[src/rtl/pipeline_ctrl.sv]
// Hazard and stall controller for a short in-order pipeline: produces per-stage
// load enables and bubble flushes, and sequences memory waits and debug halts.
module pipeline_ctrl #(
  parameter int TIMEOUT_CYCLES = 255,
  parameter int DRAIN_CYCLES   = 3
) (
  input  logic        clk_in,
  input  logic        rst_in,
  input  logic        imem_ready_in,
  input  logic        dmem_req_in,
  input  logic        dmem_ready_in,
  input  logic        branch_taken_in,
  input  logic        ex_is_load_in,
  input  logic        ex_rf_wr_en_in,
  input  logic [4:0]  ex_rd_addr_in,
  input  logic [4:0]  id_rs1_addr_in,
  input  logic [4:0]  id_rs2_addr_in,
  input  logic        id_rs1_used_in,
  input  logic        id_rs2_used_in,
  input  logic        halt_req_in,
  input  logic        resume_in,
  output logic        pc_en_o,
  output logic        if_id_en_o,
  output logic        id_ex_en_o,
  output logic        ex_wb_en_o,
  output logic        if_id_flush_o,
  output logic        id_ex_flush_o,
  output logic [2:0]  state_o,
  output logic        halted_o,
  output logic        mem_timeout_o,
  output logic [15:0] stall_cycles_o
);

  typedef enum logic [2:0] {
    ST_RUN      = 3'd0,
    ST_MEM_WAIT = 3'd1,
    ST_DRAIN    = 3'd2,
    ST_HALTED   = 3'd3,
    ST_ERROR    = 3'd4
  } state_t;

  localparam logic [7:0] TIMEOUT_VAL = 8'(TIMEOUT_CYCLES);
  localparam logic [2:0] DRAIN_LAST  = 3'(DRAIN_CYCLES - 1);

  state_t      state_r;
  logic [7:0]  wait_cnt_r;
  logic [2:0]  drain_cnt_r;
  logic [15:0] stall_cnt_r;
  logic        halted_r;
  logic        timeout_r;

  logic        mem_stall_s;
  logic        rs1_hit_s;
  logic        rs2_hit_s;
  logic        load_use_s;
  logic        stall_count_en_s;

  assign mem_stall_s = dmem_req_in & ~dmem_ready_in;
  assign rs1_hit_s   = id_rs1_used_in & (id_rs1_addr_in == ex_rd_addr_in);
  assign rs2_hit_s   = id_rs2_used_in & (id_rs2_addr_in == ex_rd_addr_in);
  assign load_use_s  = ex_is_load_in & ex_rf_wr_en_in & (ex_rd_addr_in != 5'd0)
                       & (rs1_hit_s | rs2_hit_s);

  // Stage enables and flushes, decoded from the current state and live hazards
  always_comb begin
    pc_en_o       = 1'b0;
    if_id_en_o    = 1'b0;
    id_ex_en_o    = 1'b0;
    ex_wb_en_o    = 1'b0;
    if_id_flush_o = 1'b0;
    id_ex_flush_o = 1'b0;
    if (rst_in) begin
      if_id_flush_o = 1'b1;
      id_ex_flush_o = 1'b1;
    end else begin
      case (state_r)
        ST_RUN: begin
          if (mem_stall_s) begin
            pc_en_o = 1'b0;
          end else if (branch_taken_in) begin
            {pc_en_o, if_id_en_o, id_ex_en_o, ex_wb_en_o} = 4'b1111;
            if_id_flush_o = 1'b1;
            id_ex_flush_o = 1'b1;
          end else if (load_use_s) begin
            id_ex_en_o    = 1'b1;
            ex_wb_en_o    = 1'b1;
            id_ex_flush_o = 1'b1;
          end else if (halt_req_in || !imem_ready_in) begin
            // halt entry looks exactly like a drain cycle: stop fetch, bubble IF/ID
            {if_id_en_o, id_ex_en_o, ex_wb_en_o} = 3'b111;
            if_id_flush_o = 1'b1;
          end else begin
            {pc_en_o, if_id_en_o, id_ex_en_o, ex_wb_en_o} = 4'b1111;
          end
        end
        ST_MEM_WAIT: begin
          if (dmem_ready_in) begin
            {pc_en_o, if_id_en_o, id_ex_en_o, ex_wb_en_o} = 4'b1111;
          end else begin
            pc_en_o = 1'b0;
          end
        end
        ST_DRAIN: begin
          if (mem_stall_s) begin
            pc_en_o = 1'b0;
          end else if (branch_taken_in) begin
            // the redirect target must still be captured while draining
            {pc_en_o, if_id_en_o, id_ex_en_o, ex_wb_en_o} = 4'b1111;
            if_id_flush_o = 1'b1;
            id_ex_flush_o = 1'b1;
          end else begin
            {if_id_en_o, id_ex_en_o, ex_wb_en_o} = 3'b111;
            if_id_flush_o = 1'b1;
          end
        end
        default: begin
          pc_en_o = 1'b0;
        end
      endcase
    end
  end

  assign stall_count_en_s = !pc_en_o &&
                            (state_r == ST_RUN || state_r == ST_MEM_WAIT || state_r == ST_DRAIN);

  // Controller state, wait/drain counters and sticky status flags
  always_ff @(posedge clk_in or posedge rst_in) begin
    if (rst_in) begin
      state_r     <= ST_RUN;
      wait_cnt_r  <= 8'd0;
      drain_cnt_r <= 3'd0;
      stall_cnt_r <= 16'd0;
      halted_r    <= 1'b0;
      timeout_r   <= 1'b0;
    end else begin
      if (stall_count_en_s && stall_cnt_r != 16'hFFFF) begin
        stall_cnt_r <= stall_cnt_r + 16'd1;
      end else begin
        stall_cnt_r <= stall_cnt_r;
      end
      case (state_r)
        ST_RUN: begin
          if (mem_stall_s) begin
            state_r    <= ST_MEM_WAIT;
            wait_cnt_r <= 8'd1;
          end else if (!branch_taken_in && !load_use_s && halt_req_in) begin
            state_r     <= ST_DRAIN;
            drain_cnt_r <= 3'd0;
            wait_cnt_r  <= 8'd0;
          end else begin
            state_r <= ST_RUN;
          end
        end
        ST_MEM_WAIT: begin
          if (dmem_ready_in) begin
            state_r    <= ST_RUN;
            wait_cnt_r <= 8'd0;
          end else if (wait_cnt_r == TIMEOUT_VAL) begin
            state_r   <= ST_ERROR;
            timeout_r <= 1'b1;
          end else begin
            wait_cnt_r <= wait_cnt_r + 8'd1;
          end
        end
        ST_DRAIN: begin
          if (mem_stall_s) begin
            // drain progress is frozen; the access times out exactly as in MEM_WAIT
            if (wait_cnt_r == TIMEOUT_VAL) begin
              state_r   <= ST_ERROR;
              timeout_r <= 1'b1;
            end else begin
              wait_cnt_r <= wait_cnt_r + 8'd1;
            end
          end else begin
            wait_cnt_r <= 8'd0;
            if (drain_cnt_r == DRAIN_LAST) begin
              state_r     <= ST_HALTED;
              drain_cnt_r <= 3'd0;
              halted_r    <= 1'b1;
            end else begin
              drain_cnt_r <= drain_cnt_r + 3'd1;
            end
          end
        end
        ST_HALTED: begin
          if (resume_in) begin
            state_r  <= ST_RUN;
            halted_r <= 1'b0;
          end else begin
            state_r <= ST_HALTED;
          end
        end
        ST_ERROR: begin
          state_r   <= ST_ERROR;
          timeout_r <= 1'b1;
        end
        default: begin
          state_r <= ST_RUN;
        end
      endcase
    end
  end

  assign state_o        = state_r;
  assign halted_o       = halted_r;
  assign mem_timeout_o  = timeout_r;
  assign stall_cycles_o = stall_cnt_r;

endmodule
[config.mk]
export PLATFORM = sky130hd
export DESIGN_NAME = pipeline_ctrl
export DESIGN_NICKNAME = d
export VERILOG_FILES = /design/src/rtl/pipeline_ctrl.sv
export SDC_FILE = /design/constraint.sdc
export NUM_CORES = 1
export LEC_CHECK = 0
export ABC_AREA = 1
export ABC_CLOCK_PERIOD_IN_PS = 4590
export CAP_MARGIN = 20
export CELL_PAD_IN_SITES_DETAIL_PLACEMENT = 1
export CELL_PAD_IN_SITES_GLOBAL_PLACEMENT = 1
export CORE_MARGIN = 2
export CORE_UTILIZATION = 39
export CTS_BUF_LIST = sky130_fd_sc_hd__clkbuf_8
export CTS_CLUSTER_DIAMETER = 40
export DETAILED_ROUTE_END_ITERATION = 16
export HOLD_SLACK_MARGIN = 0.02
export PLACE_DENSITY_LB_ADDON = 0.1
export SETUP_SLACK_MARGIN = 0.15
export SYNTH_ARGS = -nofsm -noshare
export SYNTH_HDL_FRONTEND = slang
export SYNTH_SLANG_ARGS = --single-unit
export TNS_END_PERCENT = 5
[constraint.sdc]
create_clock -name clk_in -period 4.59 [get_ports clk_in]
set_clock_uncertainty 0.2 [all_clocks]
set_input_delay 1.1475 -clock clk_in [delete_from_list [all_inputs] [get_ports clk_in]]
set_output_delay 1.1475 -clock clk_in [all_outputs]
set_load 0.005 [all_outputs]
==> impl_metrics.tcl <==
set metrics [dict create \
    outcome "finished clean" \
    die_w_microns 81.6 \
    nFillCells 778 \
    crit_path_max_fanout 8 \
    crit_buf_inv 6 \
    grt_max_degree 30 \
    crit_arrival_ps 3050 \
    clock_latency_ps 290 \
    drcViolationCount 0 \
    clk_pin_slew_ps 70 \
    cts_made_buffers 5 \
    wl_met3_microns 251 \
    synth_warnings 0 \
    drt_iter0_markers 64 \
    placementRows 28 \
    leakagePower_nw 1.49 \
    hold_viol 0 \
    reg2reg_to "stall_cycles_o[15]" \
    critical-path-slowest-cell "clkdlybuf4s50_1" \
    critPathKind "primary input to output pin" \
    layout-drive-gt1-share_pct 9.52 \
    crit_family "buffers and inverters" \
    top_layer_used "met4" \
    setup_ws_ps 197 \
    routedLengthMet1_microns 3130 \
    hp-start "mem_timeout_o" \
    syn_nets 369 \
    hold_path.class "flip-flop to flip-flop" \
    grt_pass1_vias 2507 \
    slowest_delay_ps 490 \
    wl_per_cell_microns 14.4 \
    hold_buffers 0 \
    final_nets 427 \
    start_kind "primary input" \
    viasPerCell 5.20 \
    hold_end "mem_timeout_o" \
    min_period_over_period_pct 95.7 \
    ys_ff_latch 32 \
    syn_area_per_cell_sq_um 6.90 \
    finalPower_mw 1.20 \
    synth_cells 340 \
    drt_wl_total_microns 6820 \
    setup_viol 0 \
    r2r_slack_ps 1860 \
    power.density_nw_per_um2 392 \
    diodes 0 \
    final_max_slew_viol_count 0 \
    dieArea_sq_um 6650 \
    holdPathStages 1 \
    maxCapViolations 0 \
    cp_common_cell "inv_2" \
    firstDrtPassIters 5 \
    critPathRequiredTime_ps 3240 \
    grt_pass1_wl_microns 11600 \
    port_buffers 53 \
    gp_congestion 0.791 \
    slew_headroom_pct 45.1 \
    syn2layout_area_growth_pct 30.1 \
    start_util_pct 40.1 \
    dp_slack_ps 200 \
    r2r_cells 9 \
    critPathCaptureType "output pin" \
    tns_ps 0 \
    ir_drop_mv 0.228 \
    max_freq_mhz 228 \
    period_minus_slack_ps 4390 \
    cts.path.max_buffers 2 \
    met2_length_microns 3400 \
    synth_seq_area_share_pct 34.1 \
    path_depth 12 \
    die_height_microns 81.6 \
    core_region_area_sq_um 5850 \
    yosys.cell_types.count 37 \
    crit_chain "clkdlybuf4s50_1 > inv_2 > nand2_2 > inv_2 > nor2_4 > inv_2 > nor2_2 > nand3_1 > nand2_2 > nand2_4 > inv_1 > clkdlybuf4s50_1" \
    htreeDepth 2 \
    cts_root_buffer "clkbuf_8" \
    io_pins 54 \
    antenna_found_initial 0 \
    grt_remaining_overflow 0 \
    hpwlAfterDp_microns 5180 \
    worst_slew_pin_slew_ps 821 \
    syn_area_sq_um 2350 \
    rr_startpoint "stall_cycles_o[0]" \
    rsz0062_at_grt "yes" \
    ant_nets 0 \
    vias 2465 \
    grt_usage_pct 22.4 \
    numClockSinks 32 \
    cts_tree "yes" \
]
-- flip-flops by register name, indices dropped and copies added, names as in the netlist --
| signal | cells |
|---|---|
| drain_cnt_r | 3 |
| state_o | 3 |
| stall_cycles_o | 16 |
| wait_cnt_r | 8 |
| mem_timeout_o | 1 |
| halted_o | 1 |
-- power by group --
group / switching, mW / leakage (nW) / internal [mW]
combinational: 0.331 / 1.02 / 0.231
clock: 0.120 / 0.0404 / 0.107
sequential: 0.0741 / 0.427 / 0.332
total: 0.526 / 1.49 / 0.671
-- stage by stage --
stage	hold slack, ps	utilization [%]	area [sq um]	cells
2_1_floorplan	265	-	2350	340
3_3_place_gp	253	50.5	2960	466
3_5_place_dp	279	50.5	2960	466
4_1_cts	296	52.1	3050	474
5_1_grt	301	52.2	3050	474
6_report	281	52.2	3050	474
-- area by class of cell --
cell class                      instances  area (sq um)  share of cell area [%]
Sequential cell                        32           801                    26.2
Clock inverter                          3          23.8                   0.779
Inverter                               45           174                    5.70
Multi-Input combinational cell        258          1340                    43.7
Tap cell                               75          93.8                    3.08
Timing Repair Buffer                   56           556                    18.2
Clock buffer                            5          68.8                    2.26
-- what timing repair did --
action	CTS	global route
gates resized for setup	0	1
endpoints found under the setup margin	0	4
buffers inserted	0	0
-- placed cells by master (no fill, tap or decap), types with 4 or more instances in the layout --
cell type,count
nand4_1,20
xor2_1,11
dfrtp_1,32
nor4_1,4
o21ai_0,7
nor2_1,28
nand2_1,112
clkbuf_8,5
nor3_1,6
inv_1,35
clkdlybuf4s50_1,52
inv_2,8
nand3_1,30
nand2_2,4
xnor2_1,7
-- worst max-delay path by stage --
stage	startpoint	end	slack, ps
after floorplan	rst_in	pc_en_o	890
after global placement	dmem_ready_in	if_id_flush_o	280
after detailed placement	dmem_ready_in	pc_en_o	200
after CTS	dmem_ready_in	pc_en_o	190
after global routing	dmem_ready_in	pc_en_o	50
final	dmem_ready_in	pc_en_o	200
-- cell families after synthesis --
kind of cell	after synthesis	share of synthesized area, %
buffers and inverters	50	8.96
flip-flops	32	34.1
AO/OA/AOI/OAI	21	5.55
adder cells (fa/ha/maj)	2	1.07
XOR/XNOR	18	6.72
AND/OR/NAND/NOR	217	43.6
-- synth_stat cells (all sizes together) --
master,count,area [sq um]
nand3b,1,7.51
inv,45,174
a22oi,1,7.51
a211oi,1,7.51
nor2,35,178
or2,1,6.26
o21ai,8,40.0
nand3,32,178
a32oi,2,17.5
a31oi,2,12.5
nor4,4,25.0
nand2,117,457
a21oi,4,23.8
buf,5,36.3
o211ai,1,7.51
dfrtp,32,801
nand4,20,125
xor2,11,96.3
o31ai,1,7.51
nor3,7,46.3
ha,2,25.0
o22ai,1,6.26
xnor2,7,61.3
-- metal layers --
layer | vias up | track usage (%)
met5 | - | 0
met4 | 0 | 5.76
met3 | 5 | 3.63
met2 | 55 | 38.4
met1 | 1190 | 29.2
li1 | 1215 | -
No activity file was read; power rests on OpenSTA's default activity.
==> RTL edit: new RTL, same settings <==
Reset style: synchronous (`rst_in`), changed in one clocked block.
--- a/src/rtl/pipeline_ctrl.sv
+++ b/src/rtl/pipeline_ctrl.sv
@@ -124,7 +124,7 @@
                             (state_r == ST_RUN || state_r == ST_MEM_WAIT || state_r == ST_DRAIN);
 
   // Controller state, wait/drain counters and sticky status flags
-  always_ff @(posedge clk_in or posedge rst_in) begin
+  always_ff @(posedge clk_in) begin
     if (rst_in) begin
       state_r     <= ST_RUN;
       wait_cnt_r  <= 8'd0;
Function: differs if rst_in is asserted again (counterexample within 4 cycles, from zero or initial values and one cycle with rst_in high); with rst_in held inactive, the same outputs for 10 cycles.
==> RTL edit against the unedited design <==
Via count up 6.9%. Sequential cell count unchanged. Sequential share of layout area shrank 5.6 points. Wire length is 6.6% higher. Final area grew 1.8%. Setup slack gained 0.091 ns. Area after synthesis increased by 1.7%.
Power is not compared: it rests on default switching activity, and its combinational part moved more than twofold at a synthesized area within 25%.
==> RTL edit: results <==
[outcome]
status = "finished clean"

[critical_path]
cp.arrival_ns = 2.95
cpLargestDelayFamily = "buffers and inverters"
r2r-end = "stall_cycles_o[0]$_SDFFE_PP0P_"
rr_worst_depth = 8
critPathSlowestCell = "clkdlybuf4s50_1"
worstReg2RegStart = "stall_cycles_o[1]$_SDFFE_PP0P_"
path_max_fanout = 3
cpPeakStageDelay_ns = 0.51
crit_top_cell = "nand2_1"
cp-endpoint = "id_ex_flush_o"
startpoint = "ex_rd_addr_in[2]"
r2r_setup_slack_ns = 2.14

[route]
routed_via_density = 5.167
met2RoutedLength_um = 3640
met3WireLength_um = 299
drt_drc_violations_left = 0
vias = 2635
wl_per_cell_um = 14.26
dr.max_layer_used = "met4"
routedLengthMet1_um = 3242
first_pass_iters = 4
drtIter0Drc = 81

[global_route]
grt_pass1_vias = 2706
grt_util_met1_pct = 28.52
use_met3_pct = 4.891
grt_util_all_layers_pct = 23.36
grt_antenna_before_repair = 0
grt_start_max_net_pins = 20
grt_use_met2_pct = 41.05
grt_pass1_wl_um = 12360

[clock_tree]
cts_made_buffers = 5
cts_max_path_buffers = 2
cts_max_level = 2
clk_pin_slew_ns = 0.08
cts_setup_buffers = 0

[hold_path]
hold_class = "flip-flop to flip-flop"
min-delay-start = "mem_timeout_o$_SDFFE_PP0P_"

[pwr]
ir_worst_vdd_v = 0.0001242
p_leak_nw = 1.317

[sta]
max_slew.worst_pin.slew_ns = 0.7839

[finish]
fin_nets = 463
drive_gt1_share_pct = 12.41
fillers = 804
largest_reg_flops = 16

[synthesis]
synthTopCellsByCount = "nand2_1 (101), inv_1 (53), nor2_1 (41), dfxtp_1 (32), nand3_1 (22)"
synthTopCellsByArea = "dfxtp_1 (27%), nand2_1 (16%), inv_1 (8.3%)"
syn_nets = 408
yosysUniqueCellTypes = 36
seq_area_frac_synth_pct = 26.86
avgSynthCellArea_sq_um = 6.292
async_reset_ff_share_pct = 0

[place]
hpwl_um = 5525
placed_cells = 502
place.gp.congestion = 0.8476
RTL edit: cell types whose count changed after synthesis, moves of 7 or more:
cell	before	now
dfrtp_1	32	0
nor2_1	28	41
nand2_1	112	101
nand3_1	30	22
nand2_2	4	11
dfxtp_1	0	32
inv_1	35	53
a21oi_2	1	9
a21oi_1	3	21
RTL edit: how the worst min path moves through the flow:
stage / to / slack, ns / depth (start not counted)
2_1_floorplan: mem_timeout_o$_SDFFE_PP0P_ / 0.25 / 2
3_3_place_gp: mem_timeout_o$_SDFFE_PP0P_ / 0.24 / 2
3_5_place_dp: mem_timeout_o$_SDFFE_PP0P_ / 0.26 / 2
4_1_cts: mem_timeout_o$_SDFFE_PP0P_ / 0.27 / 2
5_1_grt: mem_timeout_o$_SDFFE_PP0P_ / 0.29 / 2
6_report: mem_timeout_o$_SDFFE_PP0P_ / 0.27 / 2
RTL edit: metrics by stage:
| step | setup slack [ns] | instance area [sq um] |
|---|---|---|
| floorplan | 1.122 | 2385 |
| global placement | 0.2128 | 2978 |
| detailed placement | 0.1799 | 2978 |
| CTS | 0.1643 | 3089 |
| global route | 0.1495 | 3105 |
| finish | 0.2886 | 3105 |
RTL edit: cells by family after synthesis:
kind of cell,synth area share [%]
compound gates,12.64
fa+ha+maj,1.049
simple gates,42.39
xor+xnor,5.142
flops,26.86
buf+inv,11.91
RTL edit: area by class of cell:
class / instances / area share (%)
clock buffers: 5 / 2.216
clock inverters: 3 / 1.370
repair buffers: 56 / 17.97
well taps: 75 / 3.022
multi-input cells: 279 / 47.38
flip-flops and latches: 32 / 20.63
inverters: 60 / 7.413
RTL edit: power breakdown:
group,total (mW),internal (mW),switching [mW]
logic,0.256,0.103,0.153
clock network,0.284,0.161,0.124
registers,0.308,0.292,0.0166
